File: src/rtl/reg_display_scanner.sv
// reg_display_scanner
//   Shows one 16-bit half-word of the R2/R3 debug taps in hex on a 4-digit
//   multiplexed, active-low 7-segment display. A snapshot of the selected
//   half-word is taken once per frame, so the digits of a frame never tear.
//
// Ports
//   CLK     in   1   system clock, all state on posedge
//   RST     in   1   asynchronous, active-high reset
//   iR2     in  32   register R2 observation bus
//   iR3     in  32   register R3 observation bus
//   iSel    in   2   00=R2[15:0] 01=R2[31:16] 10=R3[15:0] 11=R3[31:16]
//   iBlank  in   1   1 = all anodes off; scanning continues underneath
//   oAN     out  4   digit anodes, active-low, oAN[0] = rightmost digit
//   oSEG    out  7   segments {g,f,e,d,c,b,a}, active-low
//   oDP     out  1   decimal point, active-low (lit on digit 0 for upper halves)
//   oFrame  out  1   one-cycle pulse after each snapshot capture
module reg_display_scanner #(
  parameter int REFRESH_DIV = 100000,
  parameter int DIV_W       = 17
) (
  input  logic        CLK,
  input  logic        RST,
  input  logic [31:0] iR2,
  input  logic [31:0] iR3,
  input  logic [1:0]  iSel,
  input  logic        iBlank,
  output logic [3:0]  oAN,
  output logic [6:0]  oSEG,
  output logic        oDP,
  output logic        oFrame
);

  typedef enum logic {IDLE, SCAN} state_t;

  localparam logic [DIV_W-1:0] DIV_LAST = DIV_W'(REFRESH_DIV - 1);

  state_t           state_reg, state_next;
  logic [DIV_W-1:0] count_reg, count_next;
  logic [1:0]       digit_reg, digit_next;
  logic [15:0]      snap_reg, snap_next;
  logic             dpsel_reg, dpsel_next;
  logic             tick;
  logic             capture;
  logic [15:0]      sel_half;
  logic [3:0]       nibble;
  logic [3:0]       an_next;
  logic [6:0]       seg_next;
  logic             dp_next;

  assign tick = (count_reg == DIV_LAST);

  always_comb begin
    case (iSel)
      2'b00:   sel_half = iR2[15:0];
      2'b01:   sel_half = iR2[31:16];
      2'b10:   sel_half = iR3[15:0];
      default: sel_half = iR3[31:16];
    endcase
  end

  // Next-state, capture and next-output decode. Segments and decimal point
  // are decoded from the next digit/snapshot so a new frame's digit 0 appears
  // on the very edge it is captured; they only change on slot boundaries.
  always_comb begin
    state_next = state_reg;
    count_next = tick ? '0 : count_reg + 1'b1;
    digit_next = digit_reg;
    snap_next  = snap_reg;
    dpsel_next = dpsel_reg;
    capture    = 1'b0;

    if (tick) begin
      if (state_reg == IDLE || digit_reg == 2'd3) begin
        state_next = SCAN;
        capture    = 1'b1;
        snap_next  = sel_half;
        dpsel_next = iSel[0];
        digit_next = 2'd0;
      end else begin
        digit_next = digit_reg + 2'd1;
      end
    end

    nibble = snap_next[{digit_next, 2'b00} +: 4];
    case (nibble)
      4'h0: seg_next = 7'h40;
      4'h1: seg_next = 7'h79;
      4'h2: seg_next = 7'h24;
      4'h3: seg_next = 7'h30;
      4'h4: seg_next = 7'h19;
      4'h5: seg_next = 7'h12;
      4'h6: seg_next = 7'h02;
      4'h7: seg_next = 7'h78;
      4'h8: seg_next = 7'h00;
      4'h9: seg_next = 7'h10;
      4'hA: seg_next = 7'h08;
      4'hB: seg_next = 7'h03;
      4'hC: seg_next = 7'h46;
      4'hD: seg_next = 7'h21;
      4'hE: seg_next = 7'h06;
      default: seg_next = 7'h0E;
    endcase

    dp_next = ~((digit_next == 2'd0) && dpsel_next);

    // Anodes react to blanking on any edge; the display stays dark until the
    // first frame has been captured.
    if (iBlank || state_next == IDLE)
      an_next = 4'hF;
    else
      an_next = ~(4'b0001 << digit_next);
  end

  always_ff @(posedge CLK or posedge RST) begin
    if (RST) begin
      state_reg <= IDLE;
      count_reg <= '0;
      digit_reg <= 2'd0;
      snap_reg  <= 16'h0;
      dpsel_reg <= 1'b0;
      oAN       <= 4'hF;
      oSEG      <= 7'h7F;
      oDP       <= 1'b1;
      oFrame    <= 1'b0;
    end else begin
      state_reg <= state_next;
      count_reg <= count_next;
      digit_reg <= digit_next;
      snap_reg  <= snap_next;
      dpsel_reg <= dpsel_next;
      oAN       <= an_next;
      oFrame    <= capture;
      if (tick) begin
        oSEG <= seg_next;
        oDP  <= dp_next;
      end
    end
  end

endmodule
File: config.mk
export PLATFORM = sky130hd
export DESIGN_NAME = reg_display_scanner
export DESIGN_NICKNAME = d
export VERILOG_FILES = /design/src/rtl/reg_display_scanner.sv
export SDC_FILE = /design/constraint.sdc
export NUM_CORES = 1
export LEC_CHECK = 0
export BUFFER_PORTS_ARGS = -buffer_cell sky130_fd_sc_hd__buf_4
export CAP_MARGIN = 20
export CORE_MARGIN = 2
export CORE_UTILIZATION = 57
export DETAILED_ROUTE_END_ITERATION = 16
export GPL_ROUTABILITY_DRIVEN = 0
export MAX_ROUTING_LAYER = met4
export PLACE_DENSITY = 0.88
export SKIP_LAST_GASP = 1
export SLEW_MARGIN = 0
export SYNTH_ARGS = -nofsm -noshare
export SYNTH_HDL_FRONTEND = slang
export SYNTH_SLANG_ARGS = --single-unit
File: constraint.sdc
create_clock -name CLK -period 4.33 [get_ports CLK]
set_input_delay 0.2165 -clock CLK [delete_from_list [all_inputs] [get_ports CLK]]
set_output_delay 0.2165 -clock CLK [all_outputs]
set_load 0.02 [all_outputs]
Word level (Yosys, flattened, before mapping)
Memories as Yosys holds them, arrays and structs flattened. A register that Yosys moved wholly into a read port is not among the register bits. Index checks and enable logic that the tools add are counted. W data, S select, Z words.

Add/subtract/negate cells: 2. Equality and inequality tests: 4. Shift operators: 2. Muxes and demuxes: 13. Bitwise logic cells: 4. Reduce and logical (&&, ||, !) cells: 5.

Operators by type and width (count): $pmux W16 S3 (1); $mux W16 (2); $add A17 B1 Y17 const B (1); $eq A17 B17 Y1 const B (1); $mux W17 (1); $shiftx A16 B5 Y4 (1); $mux W1 (6); $eq A2 B2 Y1 const B (2); $logic_not A2 Y1 (2); $mux W2 (2); $mux W4 (1); $not A4 Y4 (1); $shl A1 B2 Y4 const A (1); $not A1 Y1 (3); $add A2 B1 Y2 const B (1); $eq A2 B1 Y1 const B (1); $logic_or A1 B1 Y1 (2); $logic_and A1 B1 Y1 (1).

Register bits after elaboration: 43. Memory bits (read-only): 112. Bits of input ports: 69. Output and inout bits: 13. Word-level logic and storage cells: 39. Memories kept: 1.

Memory list: (name not given) (words 16, width 7, rd ports 1, clocked after Yosys merged registers in 1, wr ports 0, RTL line 85) `case (nibble)`.

Depth between registers and ports, before layout
Gate-level depths: netlist of run 1.

Depth after elaboration: 7. Gate-level depth with buffers: 15.

Worst setup path after synthesis of run 1
OpenSTA, ideal clock, no wires.

Path type: register to register. From: register count_reg[0]. To: register oSEG[6]. Data arrival time: 2890 ps. Required time: 4247 ps. Path slack: 1357 ps. Stages on the path, launching flop included: 15. Path buffers: 3. Clock period less this slack: 2973 ps. Path through: dfrtp_1 > ha_1 > and4_1 > buf_2 > nand4_1 > buf_2 > buf_6 > o21ai_0 > a22oi_1 > nor4_4 > inv_1 > ha_1 > mux2_2 > a221oi_1 > nor2_1.

Cells in the longest elaborated chain, start to end: 3. Elaborated cells on any way between the ends: 4.

Ends and longest elaborated chain: start, declared (RTL line 38) `logic [DIV_W-1:0] count_reg, count_next;`; start signal, assigned (RTL line 127) `count_reg <= count_next;`; $eq A17 B17 Y1 (*) (RTL line 50) `assign tick = (count_reg == DIV_LAST);`; $mux W16 / $mux W2 (equally long branches) (RTL line 72) `if (tick) begin`; $shiftx A16 B5 Y4 (RTL line 84) `nibble = snap_next[{digit_next, 2'b00} +: 4];`; end, declared (RTL line 28) `output logic [6:0] oSEG,`.

Mark *: on every way between the ends. The rest lies on a longest branch, timed or not. A chain may end at the register's enable or synchronous reset.

Worst setup path after layout of run 1
From: register count_reg[0]. To: register oSEG[3].

The elaborated chain is that of the path after synthesis.

==> results of run 1 <==
[layout by cell type (no fill, tap or decap), drive strengths merged, types with 2 or more instances in the layout]
cell type / count
buf: 84
dfrtp: 38
nand2: 33
nor2: 25
nand3: 25
o21ai: 20
mux4: 16
a22oi: 14
dfstp: 12
a21oi: 8
xor2: 8
ha: 8
inv: 8
xnor2: 6
nor2b: 5
clkbuf: 5
and4: 4
nand4: 4
nor4: 4
a221oi: 3
and2: 2
mux2: 2
nor3: 2
mux2i: 2
clkinv: 2
and4bb: 2
nor4b: 2
[final timing paths]
check / depth (start not counted) / start / end / slack (ns)
min in group asynchronous: 3 / RST / state_reg$_DFF_PP0_ / 0.48
worst min register to register: 2 / oSEG[2]$_DFFE_PP1N_ / oSEG[2]$_DFFE_PP1N_ / 0.47
worst max-delay path: 11 / count_reg[0]$_DFF_PP0_ / oSEG[3]$_DFFE_PP1N_ / 0.89
worst min-delay path: 2 / iBlank / oAN[0]$_DFF_PP1_ / 0.12
max in group asynchronous: 4 / RST / oSEG[6]$_DFFE_PP1N_ / 3.28
worst max register to register: 11 / count_reg[0]$_DFF_PP0_ / oSEG[3]$_DFFE_PP1N_ / 0.89
[cell type report]
type	count	area share [%]
Clock buffer	5	1.827
Clock inverter	3	1.063
Inverter	8	0.7971
Multi-Input combinational cell	209	43.04
Sequential cell	50	33.61
Tap cell	70	2.325
Timing Repair Buffer	85	17.34
[routing by layer]
metal	vias up	GRT usage [%]	routed length [um]
met5	-	-	0
li1	1195	-	-
met3	16	4.235	603
met1	1236	31.99	2785
met2	175	42.37	3471
met4	0	8.364	162
[where the power goes]
group	internal (mW)	switching (mW)	total, mW
combinational	0.0637	0.0299	0.0936
clock	0.170	0.154	0.324
sequential	0.467	0	0.467
[what timing repair did]
action                                 4_1_cts  5_1_grt
endpoints found under the hold margin        0       11
buffers inserted                             0        0
hold buffers                                 0        1
[per-stage QoR]
stage / std cells / total power [mW]
after global routing: 430 / 0.9150
final: 430 / 0.8847
after global placement: 420 / 0.5649
after CTS: 428 / 0.8879
after floorplan: 285 / 0.5158
after detailed placement: 420 / 0.5679
[logic make-up after synthesis]
group / count (synthesis)
adders and majority gates: 8
and+or+nand+nor: 114
buffers and inverters: 26
xor gates and xnor gates: 14
muxes: 20
AOI/OAI and AO/OA: 53
DFF: 50
[worst max-delay path: stages (launching register included)]
cell and delay [ns]:
dfrtp_1 0.39, ha_1 0.21, and4_1 0.34, and4_1 0.82, nand3_1 0.30, a21oi_1 0.34
nor4_4 0.10, inv_1 0.12, ha_1 0.27, nand2_1 0.12, o2111a_1 0.18, nor3_1 0.17
==> summary.md, run 1 <==
| Metric | Value |
|---|---|
| Synth top area share | `31.50%` |
| Core Util, Final | `73.76%` |
| CP Launch Type | `flop` |
| Simple-gate share of the synthesized area | `21.14%` |
| N_diodes | `0` |
| Synth Area in XOR/XNOR | `4.061%` |
| Synth area leaders | `dfrtp_1 (31%), mux4_2 (12%), dfstp_2 (10%), nand3_1 (4.1%), nand2_1 (4.1%)` |
| VDD IR-drop max | `0.1301 mV` |
| Setup WS pre-CTS | `0.9650 ns` |
| Maximum clock rate | `290.6 MHz` |
| Vias/cell | `6.098` |
| Final slew viol count | `0` |
| Skew final | `0.005976 ns` |
| Mapped cell area | `3019 um2` |
| Final period util | `79.48%` |
| Minimum clock period | `3.441 ns` |
| Synthesized flop and latch total | `50` |
| Antenna Violating Nets Remaining | `0` |
| Area of the multi-input gates | `1622 um2` |
| Mean area per synthesized cell | `10.59 um2` |
| Clock tree buffer depth | `2` |
| Combinational family with the most area after synthesis | `simple AND/OR/NAND/NOR gates` |
| Final setup violating endpoints | `0` |
| Max FO, Critical Path | `27` |
| Crit path kind | `reg2reg` |
| Number of top-level pins | `82` |
| Reg area | `1266 um2` |
| Post-CTS Resized | `0` |
| Crit path DAT | `3.67 ns` |
| Initial antenna violation count | `0` |
| CP endpoint kind | `flop` |
| Nets | `436` |
| Htree depth | `2` |
| TritonCTS clock tree | `done` |
| Static leakage | `1.673 nW` |
| Number of global-route vias before repair | `2526` |
| WP data required | `4.56 ns` |
| Largest net degree at the start of global routing | `51` |
| RSZ-0062 raised after global routing | `no` |
| CTS buffer count | `5` |
| Setup TNS | `0 ns` |
| Synth Flop Type | `dfrtp_1` |
| Final Cell Area | `3767 um2` |
| Final WS setup | `0.8886 ns` |
| Status | `completed` |
| Die area | `5895 um2` |
| Final WL | `7.023 mm` |
| # rows | `26` |
| Max FFs per register | `17` |
| Worst-path clk slew | `0.09 ns` |
| Worst hold slack | `0.1216 ns` |
| Post-Syn Nets | `362` |
| Placeable Area | `5107 um2` |
| Synth area leader | `dfrtp_1` |
| Clk sinks | `50` |
| Fin. Hold Viols | `0` |
| Synth unique cells | `49` |
| Yosys warns | `0` |
| Grt ovf | `0` |
| PortBufs | `81` |
| Post-Synth Adder-Cell Area | `3.315%` |
| EDFF count, synth | `0` |
| Async S/R FF share, synth | `100.0%` |
| Tightest Pin Transition | `0.9170 ns` |
| Post-synthesis mux area share | `13.34%` |
| Dpl hpwl | `5.224 mm` |
| Detailed Routing Iterations Pass 1 | `5` |
| Total power per unit cell area | `234.8 nW/um2` |
| Routed vias | `2622` |
| Count leader, synth | `dfrtp_1` |
| Share of layout cells above drive strength 1 | `36.94%` |
| Post-route DRC | `0` |
| # fillers | `369` |
| Clk root buf | `clkbuf_8` |
| Syn Inst Count | `285` |
| Synth top cells by count | `dfrtp_1 (38), nand2_1 (33), nand3_1 (25), nor2_1 (25), mux4_2 (16)` |
| First-pass GRT wire length | `11.70 mm` |
| Area delta synth->final | `24.78%` |
| Sequential share of the synthesized area | `41.94%` |
| DRT iter0 DRCs | `218` |
| Clk Latency, worst-skew pair | `0.31 ns` |
| WL/cell | `16.33 um` |
| Dpl cell area | `3628 um2` |
| Hold Path Class | `in2reg` |
| GR Util All Layers | `25.48%` |
| Max-slew headroom | `38.36%` |
| Die Span Y | `76.78 um` |
| Initial cell density of the core | `59.11%` |
| Compound-Gate Fraction of Synth Area | `11.85%` |
| Total of max-cap violations | `0` |
| Die W | `76.78 um` |
Note: power is estimated with default switching activity, not from simulation.
==> run 2, diff against run 1 <==
Settings changed: CORE_UTILIZATION 57 to 48, PLACE_DENSITY 0.88 to 0.79.
Clock period 4.33 ns to 2.8 ns, I/O delays scaled along.
==> run 2 against run 1 <==
The run now ends with negative setup slack left. Count of clock-buffer cells in the layout up 2. Via count is 5.2% higher. Design area increased by 15%. Wire length is 17% higher. Critical path type unchanged. Final cell count rose by 12%. Combinational power rose by 54%. Fmax rose by 20%. Register-to-register slack lost 0.96 ns. Critical endpoint is now oSEG[6]$_DFFE_PP1N_. Non-clock buffer count up 46. Largest cell class unchanged. Utilization decreased by 1.2 points. Clock power increased by 64%. Highest routed layer unchanged.
==> summary.md, run 2 (same netlist as run 1, synthesis figures left out) <==
| Metric | Value |
|---|---|
| Max FO, Critical Path | `6 (was 27)` |
| Most frequent cells in the layout | `buf_4 (122), dfrtp_1 (38), nand2_1 (33) (was buf_4 (83), dfrtp_1 (38), nand2_1 (33))` |
| Crit path from | `count_reg[1]$_DFF_PP0_ (was count_reg[0]$_DFF_PP0_)` |
| Total of max-cap violations | `0 (unchanged)` |
| Fin. Hold Viols | `0 (unchanged)` |
| First-pass GRT wire length | `13.04 mm (was 11.70 mm)` |
| Total power per unit cell area | `321.9 nW/um2 (was 234.8 nW/um2)` |
| Hold Path Class | `in2reg (unchanged)` |
| RSZ-0062 raised after global routing | `yes (was no)` |
| N_diodes | `0 (unchanged)` |
| Share of layout cells above drive strength 1 | `52.22% (was 36.94%)` |
| Grt ovf | `0 (unchanged)` |
| Tightest Pin Transition | `0.4868 ns (was 0.9170 ns)` |
| Status | `finished, violations left (was completed)` |
| R2r worst-path depth | `13 (was 11)` |
| Reg2reg end | `oSEG[6]$_DFFE_PP1N_ (was oSEG[3]$_DFFE_PP1N_)` |
| Tot Pwr | `1.399 mW (was 0.8847 mW)` |
| WHS Path Cells | `2 (unchanged)` |
| Die area | `6941 um2 (was 5895 um2)` |
| R2R Setup Slk | `-0.08 ns (was 0.89 ns)` |
| Htree depth | `2 (unchanged)` |
| Number of global-route vias before repair | `2835 (was 2526)` |
| Final WS setup | `-0.07578 ns (was 0.8886 ns)` |
| Vias/cell | `5.736 (was 6.098)` |
| Final setup violating endpoints | `5 (was 0)` |
| Max FFs per register | `17 (unchanged)` |
| Max-slew headroom | `67.30% (was 38.36%)` |
| Placeable Area | `5991 um2 (was 5107 um2)` |
| Area delta synth->final | `43.97% (was 24.78%)` |
| CTS buffer count | `5 (unchanged)` |
| Hold Crit Start | `iBlank (unchanged)` |
| Clk sinks | `50 (unchanged)` |
| Nets | `482 (was 436)` |
| Number of top-level pins | `82 (unchanged)` |
| Final slew viol count | `0 (unchanged)` |
| Skew final | `0.01067 ns (was 0.005976 ns)` |
| Worst-path clk slew | `0.09 ns (about the same)` |
| Initial cell density of the core | `50.40% (was 59.11%)` |
| RR Startpoint | `count_reg[1]$_DFF_PP0_ (was count_reg[0]$_DFF_PP0_)` |
| Die W | `83.31 um (was 76.78 um)` |
| Final period util | `102.7% (was 79.48%)` |
| Routed vias | `2759 (was 2622)` |
| Clk Latency, worst-skew pair | `0.31 ns (about the same)` |
| CP Launch Type | `flop (unchanged)` |
| CP endpoint kind | `flop (unchanged)` |
| # rows | `28 (was 26)` |
| Die Span Y | `83.31 um (was 76.78 um)` |
| TritonCTS clock tree | `done (unchanged)` |
| Worst hold path endpoint | `oAN[0]$_DFF_PP1_ (unchanged)` |
| Detailed Routing Iterations Pass 1 | `4 (was 5)` |
| Dpl hpwl | `5.837 mm (was 5.224 mm)` |
| VDD IR-drop max | `0.2198 mV (was 0.1301 mV)` |
| WL/cell | `17.02 um (was 16.33 um)` |
| Maximum clock rate | `347.7 MHz (was 290.6 MHz)` |
| Clock tree buffer depth | `2 (unchanged)` |
| Antenna Violating Nets Remaining | `0 (unchanged)` |
| DRT iter0 DRCs | `211 (was 218)` |
| Crit path kind | `reg2reg (unchanged)` |
| Clk root buf | `clkbuf_8 (unchanged)` |
| Minimum clock period | `2.876 ns (was 3.441 ns)` |
| Commonest non-fill, non-tap cell in the layout | `buf_4 (unchanged)` |
| Worst hold slack | `0.04822 ns (was 0.1216 ns)` |
| Initial antenna violation count | `0 (unchanged)` |
| Crit path DAT | `3.12 ns (was 3.67 ns)` |
| Failing checks | `negative setup slack` |
| WP data required | `3.04 ns (was 4.56 ns)` |
| Final WL | `8.189 mm (was 7.023 mm)` |
| PortBufs | `81 (unchanged)` |
| GR Util All Layers | `23.57% (was 25.48%)` |
| Post-route DRC | `0 (unchanged)` |
| Static leakage | `1.958 nW (was 1.673 nW)` |
| Largest net degree at the start of global routing | `51 (unchanged)` |
[run 2: cell types whose count changed in the layout (fill, tap and decap cells not counted), moves of 5 or more]
cell,delta
buf_4,+39
a22oi_1,-7
a22oi_2,+7
o21ai_0,-7
o21ai_2,+7
nand3_1,-5
nand3_2,+5
[run 2: repair_timing]
item                                    in CTS  in global routing
hold buffers                                 0                  1
pin swaps                                    8                 16
setup buffers                                6                  4
gates resized for setup                     12                 19
endpoints found under the hold margin        0                  6
endpoints found under the setup margin       7                  7
cloned                                       1                  0
[run 2: per-stage QoR]
stage | std cells | worst slack (ns) | TNS (ns) | cell area (um2) | util [%]
final | 481 | -0.07578 | -0.2234 | 4347 | 72.56
after CTS | 475 | -0.008169 | -0.008169 | 4197 | 70.05
after detailed placement | 460 | -0.1599 | -0.6996 | 3988 | 66.56
after floorplan | 285 | 0.002421 | 0 | 3105 | -
after global routing | 481 | -0.2281 | -1.227 | 4347 | 72.56
after global placement | 460 | -0.01020 | -0.01020 | 3988 | 66.56
[run 2: cell type report]
type,instances,area (um2)
multi-input combinational,209,1809
clock buffer,7,86.33
clock inverter,1,30.03
inverter,8,30.03
fill,410,1644
timing repair buffer,131,1031
tap,75,93.84
sequential,50,1266
[run 2: worst max path at each step]
stage                          endpoint  depth (start not counted)
floorplan           oSEG[6]$_DFFE_PP1N_                         14
global placement    oSEG[3]$_DFFE_PP1N_                         13
detailed placement  oSEG[3]$_DFFE_PP1N_                         13
CTS                 oSEG[3]$_DFFE_PP1N_                         11
global route        oSEG[6]$_DFFE_PP1N_                         13
finish              oSEG[6]$_DFFE_PP1N_                         13
[run 2: worst max-delay path, stage by stage, from the launching register on]
cell and delay [ns]:
dfrtp_1 0.38, ha_2 0.18, and4_4 0.26, nand4_1 0.15
buf_6 0.18, buf_6 0.13, o21ai_2 0.17, a22oi_2 0.12
nor4_4 0.38, inv_2 0.11, ha_4 0.18, mux2_4 0.27
a221oi_2 0.23, nor2_1 0.07
[run 2: routing by layer]
| layer | GRT usage [%] | routed length, um |
|---|---|---|
| met5 | - | 0 |
| met4 | 7.899 | 108 |
| met3 | 4.076 | 515 |
| met2 | 38.78 | 4146 |
| met1 | 29.62 | 3419 |
[run 2: where the power goes]
part	switching, mW	total (mW)	internal [mW]
clock network	0.241	0.532	0.292
registers	0	0.722	0.722
logic	0.0460	0.144	0.0984
